`src/rtl/decoder_seq_pkg.sv`:
```
// Shared types and helpers for the sequenced one-hot decoder.
// Imported by decoder_seq and its testbench-facing top.
package decoder_seq_pkg;

  typedef enum logic [1:0] {
    ST_IDLE   = 2'd0,
    ST_DIRECT = 2'd1,
    ST_SCAN   = 2'd2
  } state_e;

  localparam logic MODE_DIRECT = 1'b0;
  localparam logic MODE_SCAN   = 1'b1;

  localparam int MAX_OUTS = 256;

  function automatic logic [MAX_OUTS-1:0] onehot(
    input int unsigned idx,
    input int unsigned width
  );
    logic [MAX_OUTS-1:0] v;
    v = '0;
    for (int unsigned i = 0; i < MAX_OUTS; i++) begin
      v[i] = (i == idx) && (i < width);
    end
    return v;
  endfunction

endpackage

```
`src/rtl/dwell_counter.sv`:
```
// Free-running dwell counter; tick marks the last cycle of a dwell.
// Wraps to zero on tick and holds zero while cleared.
module dwell_counter #(
  parameter int DWELL = 4,
  parameter int CNT_W = 2
) (
  input  logic clk,
  input  logic rst,
  input  logic clr,
  output logic tick
);

  localparam logic [CNT_W-1:0] LAST = CNT_W'(DWELL - 1);

  logic [CNT_W-1:0] cnt_q;
  logic [CNT_W-1:0] cnt_d;

  assign tick = (cnt_q == LAST);

  always_comb begin
    cnt_d = cnt_q + CNT_W'(1);
    if (clr || tick) begin
      cnt_d = '0;
    end
  end

  always_ff @(posedge clk) begin
    if (rst) begin
      cnt_q <= '0;
    end else begin
      cnt_q <= cnt_d;
    end
  end

endmodule

```
`src/rtl/decoder_seq.sv`:
```
// Registered binary-to-one-hot decoder with direct and scan modes.
// Polarity is folded into z_q so the pins come straight off flops.
module decoder_seq
  import decoder_seq_pkg::*;
#(
  parameter int SEL_W      = 2,
  parameter int DWELL      = 4,
  parameter int ACTIVE_LOW = 0
) (
  input  logic                  clk,
  input  logic                  rst,
  input  logic                  en,
  input  logic                  mode,
  input  logic                  sel_valid,
  input  logic [SEL_W-1:0]      sel,
  output logic                  sel_ready,
  output logic [2**SEL_W-1:0]   z,
  output logic                  z_valid,
  output logic [SEL_W-1:0]      index,
  output logic                  wrap
);

  localparam int OUTS  = 2**SEL_W;
  localparam int CNT_W = (DWELL > 1) ? $clog2(DWELL) : 1;

  localparam logic [OUTS-1:0] Z_OFF = {OUTS{ACTIVE_LOW != 0}};

  function automatic logic [OUTS-1:0] decode(
    input logic [SEL_W-1:0] i
  );
    logic [MAX_OUTS-1:0] oh;
    oh = onehot(32'(i), OUTS);
    return oh[OUTS-1:0] ^ Z_OFF;
  endfunction

  state_e state_q;
  state_e state_d;

  logic [OUTS-1:0]  z_q;
  logic [OUTS-1:0]  z_d;
  logic             z_valid_q;
  logic             z_valid_d;
  logic [SEL_W-1:0] index_q;
  logic [SEL_W-1:0] index_d;
  logic             wrap_q;
  logic             wrap_d;

  logic             accept;
  logic             scanning;
  logic             tick;
  logic [SEL_W-1:0] next_idx;

  assign sel_ready = en & (mode == MODE_DIRECT) & ~rst;
  assign accept    = sel_valid & sel_ready;
  assign scanning  = en & (mode == MODE_SCAN)
                   & (state_q == ST_SCAN);
  assign next_idx  = index_q + SEL_W'(1);

  dwell_counter #(
    .DWELL (DWELL),
    .CNT_W (CNT_W)
  ) u_dwell (
    .clk  (clk),
    .rst  (rst),
    .clr  (~scanning),
    .tick (tick)
  );

  always_ff @(posedge clk) begin
    if (rst) begin
      state_q   <= ST_IDLE;
      z_q       <= Z_OFF;
      z_valid_q <= 1'b0;
      index_q   <= '0;
      wrap_q    <= 1'b0;
    end else begin
      state_q   <= state_d;
      z_q       <= z_d;
      z_valid_q <= z_valid_d;
      index_q   <= index_d;
      wrap_q    <= wrap_d;
    end
  end

  always_comb begin
    state_d = ST_IDLE;
    if (en) begin
      state_d = (mode == MODE_SCAN) ? ST_SCAN : ST_DIRECT;
    end
  end

  always_comb begin
    z_d       = z_q;
    z_valid_d = z_valid_q;
    index_d   = index_q;
    wrap_d    = 1'b0;
    if (!en) begin
      z_d       = Z_OFF;
      z_valid_d = 1'b0;
      index_d   = '0;
    end else if (mode == MODE_SCAN) begin
      // Entering scan from any other state restarts at line 0
      if (state_q != ST_SCAN) begin
        z_d       = decode('0);
        z_valid_d = 1'b1;
        index_d   = '0;
      end else if (tick) begin
        z_d     = decode(next_idx);
        index_d = next_idx;
        wrap_d  = &index_q;
      end
    end else if (accept) begin
      z_d       = decode(sel);
      z_valid_d = 1'b1;
      index_d   = sel;
    end
  end

  assign z       = z_q;
  assign z_valid = z_valid_q;
  assign index   = index_q;
  assign wrap    = wrap_q;

endmodule

```
`config.mk`:
```
export PLATFORM = sky130hd
export DESIGN_NAME = decoder_seq
export DESIGN_NICKNAME = d
export VERILOG_FILES = /design/src/rtl/decoder_seq_pkg.sv /design/src/rtl/dwell_counter.sv /design/src/rtl/decoder_seq.sv
export SDC_FILE = /design/constraint.sdc
export NUM_CORES = 1
export LEC_CHECK = 0
export CAP_MARGIN = 10
export CORE_AREA = 8 8 45 47
export CTS_CLUSTER_SIZE = 20
export DETAILED_ROUTE_END_ITERATION = 12
export DIE_AREA = 0 0 53 55
export GPL_TIMING_DRIVEN = 1
export HOLD_SLACK_MARGIN = 0.03
export PLACE_DENSITY_LB_ADDON = 0.15
export SLEW_MARGIN = 25
export SYNTH_ARGS = -nofsm -noshare
export SYNTH_HDL_FRONTEND = slang
export SYNTH_SLANG_ARGS = --single-unit
```
`constraint.sdc`:
```
create_clock -name clk -period 3.6 [get_ports clk]
set_input_delay 0.36 -clock clk [delete_from_list [all_inputs] [get_ports clk]]
set_output_delay 0.36 -clock clk [all_outputs]
set_load 0.02 [all_outputs]
```
Word level (Yosys, flattened, before mapping):

Index checks and enable logic that the tools add are counted.

* add/sub/neg operators: 2
* multipliers: 0
* div/mod/pow operators: 0
* $lt $le $gt $ge: 0
* equality and inequality tests: 11
* shift operators: 0
* multiplexer cells: 12
* bitwise logic cells: 10
* reduce and logical (&&, ||, !) cells: 10

Operators with widths (number)
* 2-to-1 mux 4 bit: 4
* 2-to-1 mux 2 bit: 5
* equality test 2 bit, first input constant: 4
* AND reduction 2 bit: 3
* bitwise AND 1 bit: 5
* inverter 1 bit: 5
* OR reduction 5 bit: 1
* adder 2 x 1 -> 2 bit, second input constant: 2
* equality test 1 x 2 -> 1 bit, first input constant: 2
* equality test 2 bit, second input constant: 2
* logical NOT 2 bit: 2
* OR reduction 2 bit: 2
* 2-to-1 mux 1 bit: 3
* inequality test 3 x 1 -> 1 bit, second input constant: 1
* inequality test 2 x 1 -> 1 bit, second input constant: 1
* inequality test 2 bit, second input constant: 1
* nonzero test 2 bit: 1
* logical OR 1 bit: 1

* register bits after elaboration: 12
* bits in latches: 0
* RAM bits: 0
* bits in read-only memories: 0
* bits of input ports: 7
* output and inout bits: 9
* memories: 0

Longest topological paths before layout:

Gate-level depths: netlist of run 1.

* depth after elaboration: 6
* gate-level depth with buffers: 5

By module:

From an unflattened synthesis of run 1, not the netlist that was laid out.

* cells, all modules: 66
* area total of the unflattened synthesis: 629.4 sq um

By module, submodules not included
* decoder_seq: instances 1, cells an instance 61, area an instance 549.3 sq um
* dwell_counter: instances 1, cells an instance 5, area an instance 80.1 sq um

Worst setup path before layout of run 1:

OpenSTA, ideal clock, no wires.

* path kind: input -> output
* start: in rst
* end: out sel_ready
* arrival time: 1.059 ns
* path slack: 2.181 ns
* stages on the path: 3
* buffers on the path: 1
* path through: nand2b_1 > buf_1 > nor2_1

* word-level cells in the longest chain between the ends: 2

RTL lines
* from (decl): RTL line decoder_seq.sv:11 `input logic rst,`
* inverter 1 bit: RTL line decoder_seq.sv:53 `assign sel_ready = en & (mode == MODE_DIRECT) & ~rst;`
* bitwise AND 1 bit: RTL line decoder_seq.sv:53
* to (decl): RTL line decoder_seq.sv:16 `output logic sel_ready,`

Every way passes these cells.

Worst setup path in the final report of run 1:

Same ends and word-level chain as after synthesis.

==> results of run 1 <==
[flip-flops by register name (all words and copies together), names as in the netlist]
register,count
wrap,1
z,4
index,2
z_valid,1
state_q,2
u_dwell.cnt_q,2
[cell type report]
class,instances,area [µm²]
sequential,12,240
fill,128,608
tap,16,20.0
clock buffer,3,22.5
inverter,6,22.5
timing repair buffer,15,150
multi-input combinational,43,320
[worst max-delay path, cell delays in order]
cell	delay, ns
clkdlybuf4s50_1	0.39
nand2b_1	0.37
nor2_1	0.18
clkdlybuf4s50_1	0.63
[logic make-up (layout without fill, tap and decap cells)]
| kind of cell | Yosys count | count (layout) |
|---|---|---|
| simple gates | 20 | 20 |
| compound gates | 18 | 18 |
| buf+inv | 9 | 24 |
| flops | 12 | 12 |
| fa+ha+maj | 5 | 5 |
[final timing paths]
kind               startpoint                to  slack, ns
min          u_dwell.cnt_q[0]  u_dwell.cnt_q[0]       0.43
max                       rst         sel_ready       1.31
max reg2reg  u_dwell.cnt_q[0]              z[2]       2.18
min reg2reg  u_dwell.cnt_q[0]  u_dwell.cnt_q[0]       0.43
[per-layer routing]
layer,vias up,GRT usage [%],wire (µm)
met5,-,0,0
met4,0,6.47,14
met3,2,4.28,95
met2,13,15.6,553
met1,226,10.6,612
li1,260,-,-
[synth_stat cells]
| cell type | n |
|---|---|
| a21bo_1 | 1 |
| a211oi_2 | 3 |
| and2_1 | 1 |
| nand4bb_1 | 1 |
| nor3b_1 | 3 |
| nand2_1 | 2 |
| dfxtp_1 | 12 |
| and2_4 | 1 |
| or2_1 | 1 |
| nor2_1 | 5 |
| and3b_2 | 1 |
| a211oi_1 | 1 |
| nand3b_1 | 1 |
| a221oi_1 | 1 |
| buf_1 | 1 |
| inv_1 | 6 |
| a21oi_1 | 6 |
| a22oi_1 | 2 |
| o21ai_0 | 2 |
| a32oi_1 | 1 |
| o22ai_1 | 1 |
| buf_6 | 2 |
| ha_1 | 5 |
| nor4_1 | 2 |
| nand2b_1 | 2 |
[metrics by stage]
step	power, µW	worst slack (ns)	hold slack (ns)	std cells
detailed placement	187	1.32	0.431	92
global placement	187	1.31	0.416	92
floorplan	170	2.18	0.408	64
global route	279	1.21	0.468	95
finish	265	1.31	0.434	95
CTS	268	1.30	0.442	95
[power by group through the flow]
stage | Sequential (µW) | Combinational (µW) | Clock [µW]
final | 140 | 43.3 | 82.0
after global routing | 141 | 47.1 | 91.4
after CTS | 140 | 43.6 | 84.5
after detailed placement | 143 | 43.3 | 0
after global placement | 143 | 43.5 | 0
after floorplan | 147 | 22.7 | 0
==> flow_metrics.tcl, run 1 <==
set metrics [dict create \
    final_min_period_over_clock_period_pct 63.7 \
    post_route_cells_drive_above_1_share_pct 10.1 \
    clkTransAtPathRegs_ns 0.07 \
    result_of_the_run "complete, no violations" \
    die-width_um 53 \
    swShare_pct 25.8 \
    cts.repair.resized 0 \
    post_synth_xor_area_fraction_pct 0 \
    n_antenna_cell 0 \
    drt_drc_violations_left 0 \
    synth-compound-area-share_pct 22.0 \
    critPathKind "input port to output port" \
    grt_pass1_vias 505 \
    utilization_pct 56.1 \
    hold_violations 0 \
    fp.dieArea_um2 2920 \
    global_route.overflow_total 0 \
    seq_area_frac_synth_pct 39.4 \
    clock_latency_ns 0.27 \
    power.switching_uw 68.4 \
    finish.net_count 93 \
    crit_path_start_kind "input port" \
    cts_max_path_bufs 2 \
    antenna_found_initial 0 \
    synth_top_family_by_area "compound AO/OA/AOI/OAI gates" \
    max_clock_freq_mhz 436 \
    synth_simple_gate_area_share_pct 20.3 \
    mostFrequentLayoutCell "clkdlybuf4s50_1" \
    wirelength_um 1280 \
    min-delay-path-class "flip-flop to flip-flop" \
    number_of_detailed_routing_iterations_run_before_antenna_repair 4 \
    tritoncts_clock_tree "yes" \
    detail_route.wl_per_cell_um 13.4 \
    synth.mux.area_fraction_pct 0 \
    maximum_number_of_pins_on_one_net_before_global_route_repair 14 \
    crit_path_end_kind "output port" \
    drt_first_iter_violations 6 \
    cts.sink_count 12 \
    final_max_slew_viol_count 0 \
    holdBufCountCts 0 \
    ys_top_cells_by_area "dfxtp_1 39%, ha_1 10%, a211oi_2 6.2%, a21oi_1 4.9%, buf_6 3.7%" \
    wire_length_of_the_first_global_routing_pass_um 2100 \
    initial_util_pct 44.0 \
    ir_worst_vdd_mv 0.229 \
    place_congestion 0.701 \
    clock_power_share_pct 30.9 \
    grt_util_all_layers_pct 9.86 \
    synthesis.nets 76 \
    cts-root-buf "clkbuf_4" \
    place_hpwl_um 968 \
    synthDominantCellAreaShare_pct 39.4 \
    level_count_of_the_clock_h_tree 1 \
    reg2regPathDepth 4 \
    power.density_cell_area_nw_per_um2 342 \
    ys_seq_elements 12 \
    detail_route.vias_per_cell 5.27 \
    buffer_ports.inserted 15 \
    static-leakage-power_uw 0.000292 \
    synth.distinct_cells 25 \
    cts_buffers 3 \
    postSynthAreaPerCell_um2 9.52 \
    seq_power_share_pct 52.8 \
    areaGrowthSynthToFinish_pct 27.3 \
    unrepaired_setup_endpoints_after_global_routing "no" \
    core.rowCount 14 \
    post_dp_cell_area_um2 753 \
    postRouteAntennaNets 0 \
    post-route-cell-area_um2 776 \
    relative_slew_slack_pct 63.7 \
    power_frac_comb_pct 16.3 \
    synth_area_um2 609 \
    syn-instance-count 64 \
    postCtsSetupBuffers 0 \
    timing.critical_path.fanout_max 13 \
    crit_required_ns 3.24 \
    dr_total_vias 501 \
    yosysTopAreaCell "dfxtp_1" \
    top_level_ports 16 \
    period_minus_slack_ns 2.29 \
    most-common-layout-cells "15 x clkdlybuf4s50_1, 12 x dfxtp_1, 6 x inv_1, 6 x a21oi_1" \
    internal-power_uw 197 \
    tightest_slew_ns 0.545 \
    finalSetupViolCount 0 \
    yosysWarnings 0 \
    hold-path-cell-count 1 \
    core_um2 1380 \
    floorplan.die.height_um 55 \
    max-cap-violations 0 \
    timing.setup.tns_ns 0 \
    timing.critical_path.arrival_ns 1.93 \
    synth-adder-area-share_pct 10.3 \
    finClkSkew_ns 0.000904 \
]
No activity file was read; power rests on OpenSTA's default activity.
==> run 2, diff against run 1 <==
Settings changed: CORE_AREA 8 8 45 47 to default, CORE_MARGIN from default to 8, CORE_UTILIZATION from default to 45, DIE_AREA 0 0 53 55 to default.
Clock period 3.6 ns to 2.31 ns, I/O delays scaled along.
==> flow_metrics.tcl, run 2 (synthesis gave the netlist of run 1 again) <==
set metrics [dict create \
    cts_max_path_bufs 2 \
    result_of_the_run "complete, no violations" \
    wire_length_of_the_first_global_routing_pass_um 2300 \
    clkTransAtPathRegs_ns 0.07 \
    most-common-layout-cells "15 x clkdlybuf4s50_1, 12 x dfxtp_1, 6 x inv_1, 6 x a21oi_1" \
    areaGrowthSynthToFinish_pct 30.6 \
    final_max_slew_viol_count 0 \
    critical_path.n_buffers_inverters 2 \
    tritoncts_clock_tree "yes" \
    worst_r2r_startpoint "u_dwell.cnt_q[0]" \
    ir_worst_vdd_mv 0.344 \
    cts.sink_count 12 \
    static-leakage-power_uw 0.000304 \
    maximum_number_of_pins_on_one_net_before_global_route_repair 13 \
    grt_util_all_layers_pct 11.1 \
    critical-path-top-cell-by-count "clkdlybuf4s50_1" \
    cts_buffers 3 \
    buffer_ports.inserted 15 \
    holdBufCountCts 0 \
    hold_violations 0 \
    global_route.overflow_total 0 \
    timing.critical_path.fanout_max 10 \
    tightest_slew_ns 0.321 \
    fp.dieArea_um2 2790 \
    cts.repair.resized 0 \
    detail_route.vias_per_cell 5.32 \
    post_route_cells_drive_above_1_share_pct 12.3 \
    top_level_ports 16 \
    mostFrequentLayoutCell "clkdlybuf4s50_1" \
    finClkSkew_ns 0.0124 \
    power.density_cell_area_nw_per_um2 579 \
    n_fill_cell 119 \
    antenna_found_initial 0 \
    relative_slew_slack_pct 78.5 \
    holdCritStartpoint "u_dwell.cnt_q[0]" \
    utilization_pct 61.9 \
    finish.net_count 94 \
    drt_drc_violations_left 0 \
    clock_latency_ns 0.28 \
    postRouteAntennaNets 0 \
    die-width_um 52.8 \
    dr_total_vias 511 \
    timing.setup.tns_ns 0 \
    max-cap-violations 0 \
    level_count_of_the_clock_h_tree 1 \
    crit_required_ns 2.08 \
    hold-path-endpoint "u_dwell.cnt_q[0]" \
    timing.critical_path.arrival_ns 1.59 \
    worst_hold_slack_ns 0.454 \
    period_minus_slack_ns 1.82 \
    hold-path-cell-count 1 \
    postCtsSetupBuffers 0 \
    n_antenna_cell 0 \
    wirelength_um 1330 \
    drt_first_iter_violations 8 \
    worstPathCellList "clkdlybuf4s50_1, nor2_1, clkdlybuf4s50_1" \
    slowest_delay_ns 0.62 \
    min-delay-path-class "flip-flop to flip-flop" \
    cts-root-buf "clkbuf_4" \
    crit_path_start_kind "input port" \
    initial_util_pct 47.4 \
    worst_path_max_delay_cell "clkdlybuf4s50_1" \
    detail_route.wl_per_cell_um 13.9 \
    reg2regPathDepth 4 \
    core_um2 1280 \
    largest_register_ff_count 4 \
    crit_path_end_kind "output port" \
    unrepaired_setup_endpoints_after_global_routing "no" \
    core.rowCount 13 \
    critPathKind "input port to output port" \
    place_congestion 0.745 \
    place_hpwl_um 989 \
    final_min_period_over_clock_period_pct 79.0 \
    timing.reg2reg.setup_slack_ns 0.87 \
    finalSetupViolCount 0 \
    path_delay_family "buffers and inverters" \
    grt_pass1_vias 504 \
    worst_r2r_endpoint "z[3]" \
    floorplan.die.height_um 52.8 \
    max_clock_freq_mhz 548 \
    number_of_detailed_routing_iterations_run_before_antenna_repair 4 \
]
run 2: cell types whose count changed in the layout (fill, tap and decap cells not counted), sizes merged:
| cell | change |
|---|---|
| buf | +1 |
| clkbuf | +1 |
run 2: final cells by class:
class                           instances  area, µm²  area share (%)
Timing Repair Buffer                   16        158            19.8
Clock buffer                            4       36.3            4.56
Inverter                                6       22.5            2.83
Multi-Input combinational cell         43        320            40.3
Sequential cell                        12        240            30.2
Tap cell                               15       18.8            2.36
run 2: per-layer routing:
metal	GRT usage, %	up-vias	wire [µm]
met5	0	-	0
met4	2.59	0	6
met3	7.10	2	123
met2	15.2	19	569
met1	14.1	225	631
li1	-	265	-
run 2: how the worst max path moves through the flow:
stage | start | endpoint | cells past startpoint
CTS | mode | sel_ready | 3
floorplan | u_dwell.cnt_q[0] | z[1] | 4
detailed placement | mode | sel_ready | 3
finish | mode | sel_ready | 3
global placement | mode | sel_ready | 3
global route | mode | sel_ready | 3
run 2: stage by stage:
step	setup WS [ns]	cells	area, µm²	power [µW]
after global routing	0.375	96	796	483
after floorplan	1.05	64	609	264
after global placement	0.529	92	759	292
after CTS	0.485	96	796	465
final	0.486	96	796	461
after detailed placement	0.504	92	759	292
run 2: power by group:
part | switching, µW | total [µW] | internal (µW)
Sequential | 4.61 | 218 | 214
Clock | 77.6 | 173 | 95.9
Combinational | 35.0 | 69.0 | 34.0
==> run 3, diff against run 2 <==
Clock period 2.31 ns to 1.8 ns, I/O delays scaled along.
==> flow_metrics.tcl, run 3 (synthesis gave the netlist of run 1 again) <==
set metrics [dict create \
    period_minus_slack_ns 1.64 \
    swShare_pct 25.6 \
    hold_violations 0 \
    maximum_number_of_pins_on_one_net_before_global_route_repair 13 \
    max_clock_freq_mhz 610 \
    buffer_ports.inserted 15 \
    n_antenna_cell 0 \
    cts_buffers 3 \
    largest_register_ff_count 4 \
    post_route_cells_drive_above_1_share_pct 13.4 \
    tightest_slew_ns 0.281 \
    areaGrowthSynthToFinish_pct 30.8 \
    min-delay-path-class "flip-flop to flip-flop" \
    drt_drc_violations_left 0 \
    power.switching_uw 137 \
    grt_pass1_vias 513 \
    top_level_ports 16 \
    fp.dieArea_um2 2790 \
    grt_util_all_layers_pct 10.9 \
    reg2regPathDepth 4 \
    worst_path_max_delay_cell "clkdlybuf4s50_1" \
    timing.critical_path.fanout_max 2 \
    cp_num_cells 4 \
    hold-path-cell-count 1 \
    max-cap-violations 0 \
    result_of_the_run "complete, no violations" \
    tritoncts_clock_tree "yes" \
    global_route.overflow_total 0 \
    die-width_um 52.8 \
    static-leakage-power_uw 0.000306 \
    drt_first_iter_violations 5 \
    postRouteAntennaNets 0 \
    most-common-layout-cells "15 x clkdlybuf4s50_1, 12 x dfxtp_1, 6 x inv_1, 6 x a21oi_1" \
    crit_path_end_kind "output port" \
    timing.critical_path.arrival_ns 1.46 \
    antenna_found_initial 0 \
    wire_length_of_the_first_global_routing_pass_um 2280 \
    cts.repair.resized 0 \
    final_min_period_over_clock_period_pct 91.0 \
    relative_slew_slack_pct 81.3 \
    path_delay_family "buffers and inverters" \
    place_congestion 0.774 \
    detail_route.wl_per_cell_um 14.2 \
    postCtsSetupBuffers 0 \
    cts_max_path_bufs 2 \
    crit_path_start_kind "input port" \
    initial_util_pct 47.4 \
    crit_required_ns 1.62 \
    number_of_detailed_routing_iterations_run_before_antenna_repair 4 \
    clock_power_share_pct 30.2 \
    seq_power_share_pct 52.4 \
    level_count_of_the_clock_h_tree 1 \
    ir_worst_vdd_mv 0.434 \
    utilization_pct 62.0 \
    core.rowCount 13 \
    finalSetupViolCount 0 \
    place_hpwl_um 1020 \
    finClkSkew_ns 0.00240 \
    cts-root-buf "clkbuf_4" \
    detail_route.vias_per_cell 5.21 \
    internal-power_uw 398 \
    critPathKind "input port to output port" \
    dr_total_vias 505 \
    timing.setup.tns_ns 0 \
    wirelength_um 1380 \
    slowest_delay_ns 0.62 \
    timing.reg2reg.setup_slack_ns 0.38 \
    final_max_slew_viol_count 0 \
    floorplan.die.height_um 52.8 \
    worstPathCellList "clkdlybuf4s50_1, nand2b_1, nor2_1, clkdlybuf4s50_1" \
    mostFrequentLayoutCell "clkdlybuf4s50_1" \
    clock_latency_ns 0.26 \
    finish.net_count 96 \
    unrepaired_setup_endpoints_after_global_routing "no" \
    holdBufCountCts 0 \
    cts.sink_count 12 \
    clkTransAtPathRegs_ns 0.07 \
    core_um2 1280 \
    power.density_cell_area_nw_per_um2 671 \
    critical_path.n_buffers_inverters 2 \
    power_frac_comb_pct 17.4 \
    critical-path-top-cell-by-count "clkdlybuf4s50_1" \
]
-- run 3: cell type report --
cell class	count	area, µm²
multi-input cells	43	320
well taps	15	18.8
inverters	6	22.5
repair buffers	18	173
clock buffers	3	22.5
flip-flops and latches	12	240
fillers	124	488
-- run 3: path summary, 6_finish.rpt --
path,startpoint,endpoint
max,rst,sel_ready
min,u_dwell.cnt_q[0],u_dwell.cnt_q[0]
max reg2reg,u_dwell.cnt_q[0],index[1]
min reg2reg,u_dwell.cnt_q[0],u_dwell.cnt_q[0]
-- run 3: routing by layer --
metal	track usage [%]	share of wire [%]	up-vias
met4	3.88	0	0
met3	4.83	7.6	0
met5	0	0	-
met1	13.0	49	227
li1	-	-	264
met2	16.6	43	14
-- run 3: power groups by stage --
stage / registers, µW / clock network, µW / logic (µW)
floorplan: 294 / 0 / 45.4
global placement: 286 / 0 / 92.1
detailed placement: 287 / 0 / 92.1
CTS: 280 / 168 / 93.1
global route: 282 / 185 / 101
finish: 280 / 161 / 93.3
-- run 3: stage by stage --
stage	setup slack [ns]	hold slack (ns)	std cells	cell area, µm²	total power [µW]
after CTS	0.147	0.442	97	797	542
after global routing	0.0731	0.460	97	797	567
after detailed placement	0.135	0.431	94	774	379
after floorplan	0.541	0.368	64	609	339
after global placement	0.153	0.425	94	774	378
final	0.162	0.435	97	797	535
